===== src/rtl/cnt_disp_pkg.sv =====
// Shared types and constants for the BCD display slice: converter FSM states
// and the 7-segment glyph table.
package cnt_disp_pkg;

  typedef enum logic [1:0] {
    IDLE   = 2'd0,
    SHIFT  = 2'd1,
    COMMIT = 2'd2
  } state_t;

  localparam logic [6:0] BLANK = 7'h00;

  // Segments {g,f,e,d,c,b,a}; entry 0 is the rightmost element.
  localparam logic [9:0][6:0] SEG_TABLE = {
    7'h6F, 7'h7F, 7'h07, 7'h7D, 7'h6D,
    7'h66, 7'h4F, 7'h5B, 7'h06, 7'h3F
  };

  function automatic logic [6:0] seg_decode(input logic [3:0] nib);
    logic [6:0] seg;
    if (nib <= 4'd9) begin
      seg = SEG_TABLE[nib];
    end else begin
      seg = BLANK;
    end
    return seg;
  endfunction

endpackage


===== src/rtl/bin2bcd_seq.sv =====
// Sequential double-dabble binary-to-BCD converter with a one-deep pending
// request slot; the result register only changes on commit.
module bin2bcd_seq
  import cnt_disp_pkg::*;
#(
  parameter int BIN_W  = 15,
  parameter int DIGITS = 5
) (
  input  logic                  clk25,
  input  logic                  rst_n,
  input  logic [BIN_W-1:0]      value_in,
  input  logic                  load,
  output logic                  busy,
  output logic                  done,
  output logic [4*DIGITS-1:0]   bcd_out
);

  localparam int BCD_W = 4 * DIGITS;
  localparam int CNT_W = $clog2(BIN_W + 1);

  function automatic logic [63:0] pow10(input int n);
    logic [63:0] p;
    p = 64'd1;
    for (int i = 0; i < n; i++) begin
      p = p * 64'd10;
    end
    return p;
  endfunction

  localparam logic [63:0] MAX_IN = (64'd1 << BIN_W) - 64'd1;

  generate
    if (MAX_IN >= pow10(DIGITS)) begin : g_width_check
      $error("bin2bcd_seq: DIGITS too small for BIN_W");
    end
  endgenerate

  state_t             state, state_n;
  logic [BIN_W-1:0]   bin_sr, bin_n;
  logic [BCD_W-1:0]   bcd_acc, bcd_n, adj;
  logic [CNT_W-1:0]   bit_cnt, cnt_n;
  logic               pend, pend_n;
  logic [BIN_W-1:0]   pend_val, pval_n;
  logic [BCD_W-1:0]   disp_n;

  // Add-3 correction on every nibble that would overflow past 9 after the shift.
  always_comb begin
    adj = bcd_acc;
    for (int i = 0; i < DIGITS; i++) begin
      if (bcd_acc[4*i +: 4] >= 4'd5) begin
        adj[4*i +: 4] = bcd_acc[4*i +: 4] + 4'd3;
      end else begin
        adj[4*i +: 4] = bcd_acc[4*i +: 4];
      end
    end
  end

  // Next-state, datapath and pending-slot logic.
  always_comb begin
    state_n = state;
    bin_n   = bin_sr;
    bcd_n   = bcd_acc;
    cnt_n   = bit_cnt;
    pend_n  = pend;
    pval_n  = pend_val;
    disp_n  = bcd_out;
    case (state)
      IDLE: begin
        if (load) begin
          bin_n   = value_in;
          bcd_n   = '0;
          cnt_n   = CNT_W'(BIN_W);
          state_n = SHIFT;
        end else begin
          state_n = IDLE;
        end
      end
      SHIFT: begin
        {bcd_n, bin_n} = {adj[BCD_W-2:0], bin_sr, 1'b0};
        cnt_n = bit_cnt - CNT_W'(1);
        if (bit_cnt == CNT_W'(1)) begin
          state_n = COMMIT;
        end else begin
          state_n = SHIFT;
        end
        if (load) begin
          pend_n = 1'b1;
          pval_n = value_in;
        end else begin
          pend_n = pend;
        end
      end
      COMMIT: begin
        disp_n = bcd_acc;
        if (pend) begin
          // The queued request starts now; a load this cycle refills the slot.
          bin_n   = pend_val;
          bcd_n   = '0;
          cnt_n   = CNT_W'(BIN_W);
          state_n = SHIFT;
          pend_n  = load;
          if (load) begin
            pval_n = value_in;
          end else begin
            pval_n = pend_val;
          end
        end else if (load) begin
          bin_n   = value_in;
          bcd_n   = '0;
          cnt_n   = CNT_W'(BIN_W);
          state_n = SHIFT;
        end else begin
          state_n = IDLE;
        end
      end
      default: begin
        state_n = IDLE;
        pend_n  = 1'b0;
      end
    endcase
  end

  // State, datapath and registered status outputs.
  always_ff @(posedge clk25) begin
    if (!rst_n) begin
      state    <= IDLE;
      bin_sr   <= '0;
      bcd_acc  <= '0;
      bit_cnt  <= '0;
      pend     <= 1'b0;
      pend_val <= '0;
      bcd_out  <= '0;
      busy     <= 1'b0;
      done     <= 1'b0;
    end else begin
      state    <= state_n;
      bin_sr   <= bin_n;
      bcd_acc  <= bcd_n;
      bit_cnt  <= cnt_n;
      pend     <= pend_n;
      pend_val <= pval_n;
      bcd_out  <= disp_n;
      busy     <= (state_n != IDLE);
      done     <= (state_n == COMMIT);
    end
  end

endmodule


===== src/rtl/cnt_bcd_display.sv =====
// Binary count to time-multiplexed 7-segment display: BCD conversion plus
// digit scanner, leading-zero blanking and segment decode.
module cnt_bcd_display
  import cnt_disp_pkg::*;
#(
  parameter int BIN_W         = 15,
  parameter int DIGITS        = 5,
  parameter int SCAN_LOG2     = 10,
  parameter int BLANK_LEADING = 1
) (
  input  logic             clk25,
  input  logic             rst_n,
  input  logic [BIN_W-1:0] value_in,
  input  logic             load,
  output logic [6:0]       seg_out,
  output logic             dp_out,
  output logic [2:0]       digit_sel,
  output logic             busy,
  output logic             done
);

  logic [4*DIGITS-1:0]  bcd;
  logic [SCAN_LOG2-1:0] prescaler;
  logic [3:0]           nib;
  logic                 blank;
  logic                 zero_above;

  bin2bcd_seq #(
    .BIN_W  (BIN_W),
    .DIGITS (DIGITS)
  ) u_conv (
    .clk25    (clk25),
    .rst_n    (rst_n),
    .value_in (value_in),
    .load     (load),
    .busy     (busy),
    .done     (done),
    .bcd_out  (bcd)
  );

  // Free-running prescaler; digit advances on each wrap.
  always_ff @(posedge clk25) begin
    if (!rst_n) begin
      prescaler <= '0;
      digit_sel <= 3'd0;
    end else begin
      prescaler <= prescaler + SCAN_LOG2'(1);
      if (prescaler == {SCAN_LOG2{1'b1}}) begin
        if (digit_sel == 3'(DIGITS - 1)) begin
          digit_sel <= 3'd0;
        end else begin
          digit_sel <= digit_sel + 3'd1;
        end
      end else begin
        digit_sel <= digit_sel;
      end
    end
  end

  // Digit select, leading-zero detection (scanning from the top digit down).
  always_comb begin
    nib        = 4'd0;
    blank      = 1'b0;
    zero_above = 1'b1;
    for (int i = DIGITS - 1; i >= 0; i--) begin
      zero_above = zero_above & (bcd[4*i +: 4] == 4'd0);
      if (digit_sel == 3'(i)) begin
        nib   = bcd[4*i +: 4];
        blank = (BLANK_LEADING != 0) && (i > 0) && zero_above;
      end else begin
        nib   = nib;
      end
    end
  end

  assign seg_out = blank ? BLANK : seg_decode(nib);
  assign dp_out  = busy;

endmodule


===== config.mk =====
export PLATFORM = sky130hd
export DESIGN_NAME = cnt_bcd_display
export DESIGN_NICKNAME = d
export VERILOG_FILES = /design/src/rtl/cnt_disp_pkg.sv /design/src/rtl/bin2bcd_seq.sv /design/src/rtl/cnt_bcd_display.sv
export SDC_FILE = /design/constraint.sdc
export NUM_CORES = 1
export LEC_CHECK = 0
export ABC_AREA = 1
export CORE_MARGIN = 10
export CORE_UTILIZATION = 55
export DETAILED_ROUTE_END_ITERATION = 6
export PLACE_DENSITY = 0.71
export SLEW_MARGIN = 20
export SYNTH_ARGS = -nofsm -noshare
export SYNTH_HDL_FRONTEND = slang
export SYNTH_HIERARCHICAL = 1
export SYNTH_SLANG_ARGS = --single-unit

===== constraint.sdc =====
create_clock -name clk25 -period 2.5 [get_ports clk25]
set_input_delay 0.25 -clock clk25 [delete_from_list [all_inputs] [get_ports clk25]]
set_output_delay 0.25 -clock clk25 [all_outputs]
set_load 0.005 [all_outputs]

==> summary.txt <==
Status
  • Run status: finished, violations left
  • Failing checks: negative setup slack

Logic synthesis
  • Ys Warns: 6
  • Synth Register Bits: 92
  • Synth unique cells: 45
  • Cell count after synthesis: 774
  • Synth area leaders: dfxtp_1 35%, nand2_1 15%, a21oi_1 7.9%
  • Synthesized cell area: 5301 µm²
  • Post-synth top area share: 34.74%
  • Area leader, netlist: dfxtp_1
  • Synth Net Count: 818
  • Register area share after synthesis: 34.74%
  • Avg Cell Area, Syn: 6.849 µm²

STA
  • F_max: 0.3951 GHz
  • Period utilisation layout: 101.2%
  • RSZ-0062 raised after global routing: true
  • Final hold viol count: 0
  • Slew Viols, Final: 0
  • Worst hold slack: 0.4450 ns
  • Post-layout min period: 2.531 ns
  • Setup ws final: -0.03081 ns
  • Final setup viols: 6
  • Relative slew margins: 61.43%
  • Slew @ Worst Pin: 0.5768 ns
  • Layout Skew: 0.01371 ns

Placed design
  • # port buffers: 30
  • Placed cell areas: 5812 µm²
  • Dpl hpwl: 9211 µm
  • Gpl congestion: 0.8714
  • Placed cells: 933

Critical path
  • Gate family responsible for the most delay along the worst path: simple AND/OR/NAND/NOR gates
  • Worst setup EP type: output pin
  • Critical path type: register to output pin
  • Most frequent CP cell: nand2_1
  • Worst EP required: 2.25 ns
  • Crit path launch type: register
  • CP cell instances: buf_4, ha_4, o21ai_4, nand3_1, nand2_1, nand2_2, buf_4, ha_4, nand2_1, nand2_1, nor2_1, nor2_1, buf_2
  • Critical Path Fanout Max: 4
  • Crit path buf inv count: 3
  • Slowest-stage cell, CP: dfxtp_4
  • Crit path DAT: 2.28 ns
  • CP peak stage delay: 0.38 ns

CTS
  • Clock Tree Buf Depth: 2
  • CTS clk-pin slew, worst paths: 0.11 ns
  • # clock sinks: 92
  • Clock Tree Root: clkbuf_8
  • Hold buffer count at CTS: 0
  • Clk Latency, worst-skew pair: 0.37 ns
  • CTS tree: built
  • Inserted Clock Buffers: 9
  • H-tree levels: 3

Cells and area
  • Layout area overhead: 16.99%
  • Area of the multi-input gates: 3127 µm²
  • Fill count: 851
  • Layout Cells excl Fill: 951
  • Final core occ: 66.49%
  • Sequential Area: 1851 µm²
  • Fin area: 6202 µm²
  • Layout cell share with drive strength beyond 1: 14.96%
  • Fin nets: 861
  • Antenna Cells: 0

Power and ir drop
  • Leak pwr: 2.518 nW
  • Worst VDD drop: 0.3668 mV
  • Pwr Density: 486.1 nW/µm²

Floorplan
  • IO Pins: 31
  • Die Span X: 118.2 µm
  • Die Ht: 118.2 µm
  • Initial Util: 56.83%
  • Core area: 9328 µm²
  • Num rows: 35
  • Die ar.: 13970 µm²

Global route
  • Gr ovfl total: 0
  • Initial antenna violation count: 0
  • Number of global-route vias before repair: 4967
  • First-pass GRT wire length: 22750 µm
  • Largest net degree at the start of global routing: 41
  • Total GRT Usage: 18.72%

Drt
  • Vias post-DR: 5303
  • Antenna Violating Nets Remaining: 0
  • DRC errors left: 0
  • Total wire length: 13380 µm
  • Via density: 5.576
  • Detailed Route Iter0 Violations: 368
  • Router iterations before antenna repair: 5
  • DR WL/cell: 14.07 µm

Worst hold path
  • Hold WC Path Type: register to register

Flow run
  • Max-cap violations: 0
worst reg2reg max path, cell delays in order, from the launching register on:
cell and delay (ns):
dfxtp_1 0.40, ha_1 0.29, inv_2 0.23, nand2_1 0.21, nand2_1 0.09, inv_1 0.25, buf_4 0.21, nand2_1 0.06
a21oi_1 0.16
worst paths after layout:
kind                         startpoint  slack (ns)  cells after the start                              end
max           digit_sel[1]$_SDFFE_PN0N_       -0.03                     13                       seg_out[5]
min reg2reg     prescaler[0]$_SDFF_PN0_        0.44                      1          prescaler[0]$_SDFF_PN0_
max reg2reg  u_conv/state[0]$_SDFF_PN0_        0.54                      8  u_conv/bcd_acc[17]$_SDFFE_PN0P_
min             prescaler[0]$_SDFF_PN0_        0.44                      1          prescaler[0]$_SDFF_PN0_
timing repair:
item,CTS,global route
pin swaps,7,8
endpoints found under the setup margin,7,7
gates cloned,0,0
gates resized for setup,58,20
setup buffers,1,1
kinds of logic (layout without fill, tap and decap cells):
logic type,Yosys count,count (layout),synth area share [%]
adder cells (fa/ha/maj),26,26,6.136
XOR/XNOR,1,1,0.1652
flip-flops,92,92,34.74
AND/OR/NAND/NOR,357,357,29.74
buffers and inverters,114,162,9.629
AO/OA/AOI/OAI,184,184,19.59
placed cells by master, fill, tap and decap left out, types with 8 or more instances in the layout:
cell type / instances
buf_4: 33
nand4_1: 9
a21oi_1: 83
nand2_1: 212
ha_1: 18
dfxtp_1: 89
nor2_2: 8
inv_1: 69
o21ai_0: 54
o221ai_1: 10
o21ai_1: 12
nand2_4: 12
clkdlybuf4s50_1: 23
nor2_1: 36
clkbuf_8: 9
ha_4: 8
nand3_1: 55
layer usage:
layer | part of all wire, % | track usage, %
met3 | 4.8 | 2.999
met1 | 44 | 22.44
met5 | 0 | 0
met4 | 2.0 | 7.573
met2 | 49 | 32.51
registers in the layout (all words and copies together) (netlist names):
| name | flops |
|---|---|
| u_conv/bcd_acc | 20 |
| u_conv/pend_val | 15 |
| u_conv/done | 1 |
| u_conv/state | 2 |
| u_conv/bit_cnt | 4 |
| digit_sel | 3 |
| u_conv/busy | 1 |
| u_conv/pend | 1 |
| prescaler | 10 |
| u_conv/bin_sr | 15 |
| u_conv/bcd_out | 20 |
layout make-up:
class                           instances  area share (%)
Clock buffer                            9           1.997
Clock inverter                          7           1.412
Inverter                               81           5.104
Multi-Input combinational cell        568           50.41
Sequential cell                        92           29.84
Tap cell                              129           2.602
Timing Repair Buffer                   65           8.634
through the flow:
| step | worst slack (ns) | setup TNS (ns) | power [mW] |
|---|---|---|---|
| final | -0.03081 | -0.1292 | 3.015 |
| after global routing | -0.1325 | -0.6446 | 3.152 |
| after CTS | -0.05544 | -0.06706 | 3.037 |
| after detailed placement | -0.2045 | -0.9269 | 1.973 |
| after global placement | -0.1064 | -0.2304 | 1.963 |
| after floorplan | 0.4132 | 0 | 1.850 |
power breakdown:
part | internal (mW) | total, mW | leakage [nW] | switching (mW)
Clock | 0.489 | 1.07 | 0.109 | 0.583
Sequential | 1.52 | 1.55 | 0.750 | 0.0339
Combinational | 0.140 | 0.392 | 1.66 | 0.252
cell usage after synthesis, drive strengths merged:
library cell  number
a31oi              1
dfxtp             92
a211oi             2
nand3             58
nand4              9
o2111ai            1
a32oi              7
ha                26
o221ai            10
inv               79
buf               20
and3               1
nor3               6
o31ai              1
clkbuf            13
nand2            231
xnor2              1
o211ai             2
o21ai             71
o22ai              4
a21oi             85
nor2              47
clkinv             2
or2                2
nor4               1
nand3b             1
nor3b              1
Note: power is estimated with default switching activity, not from simulation.
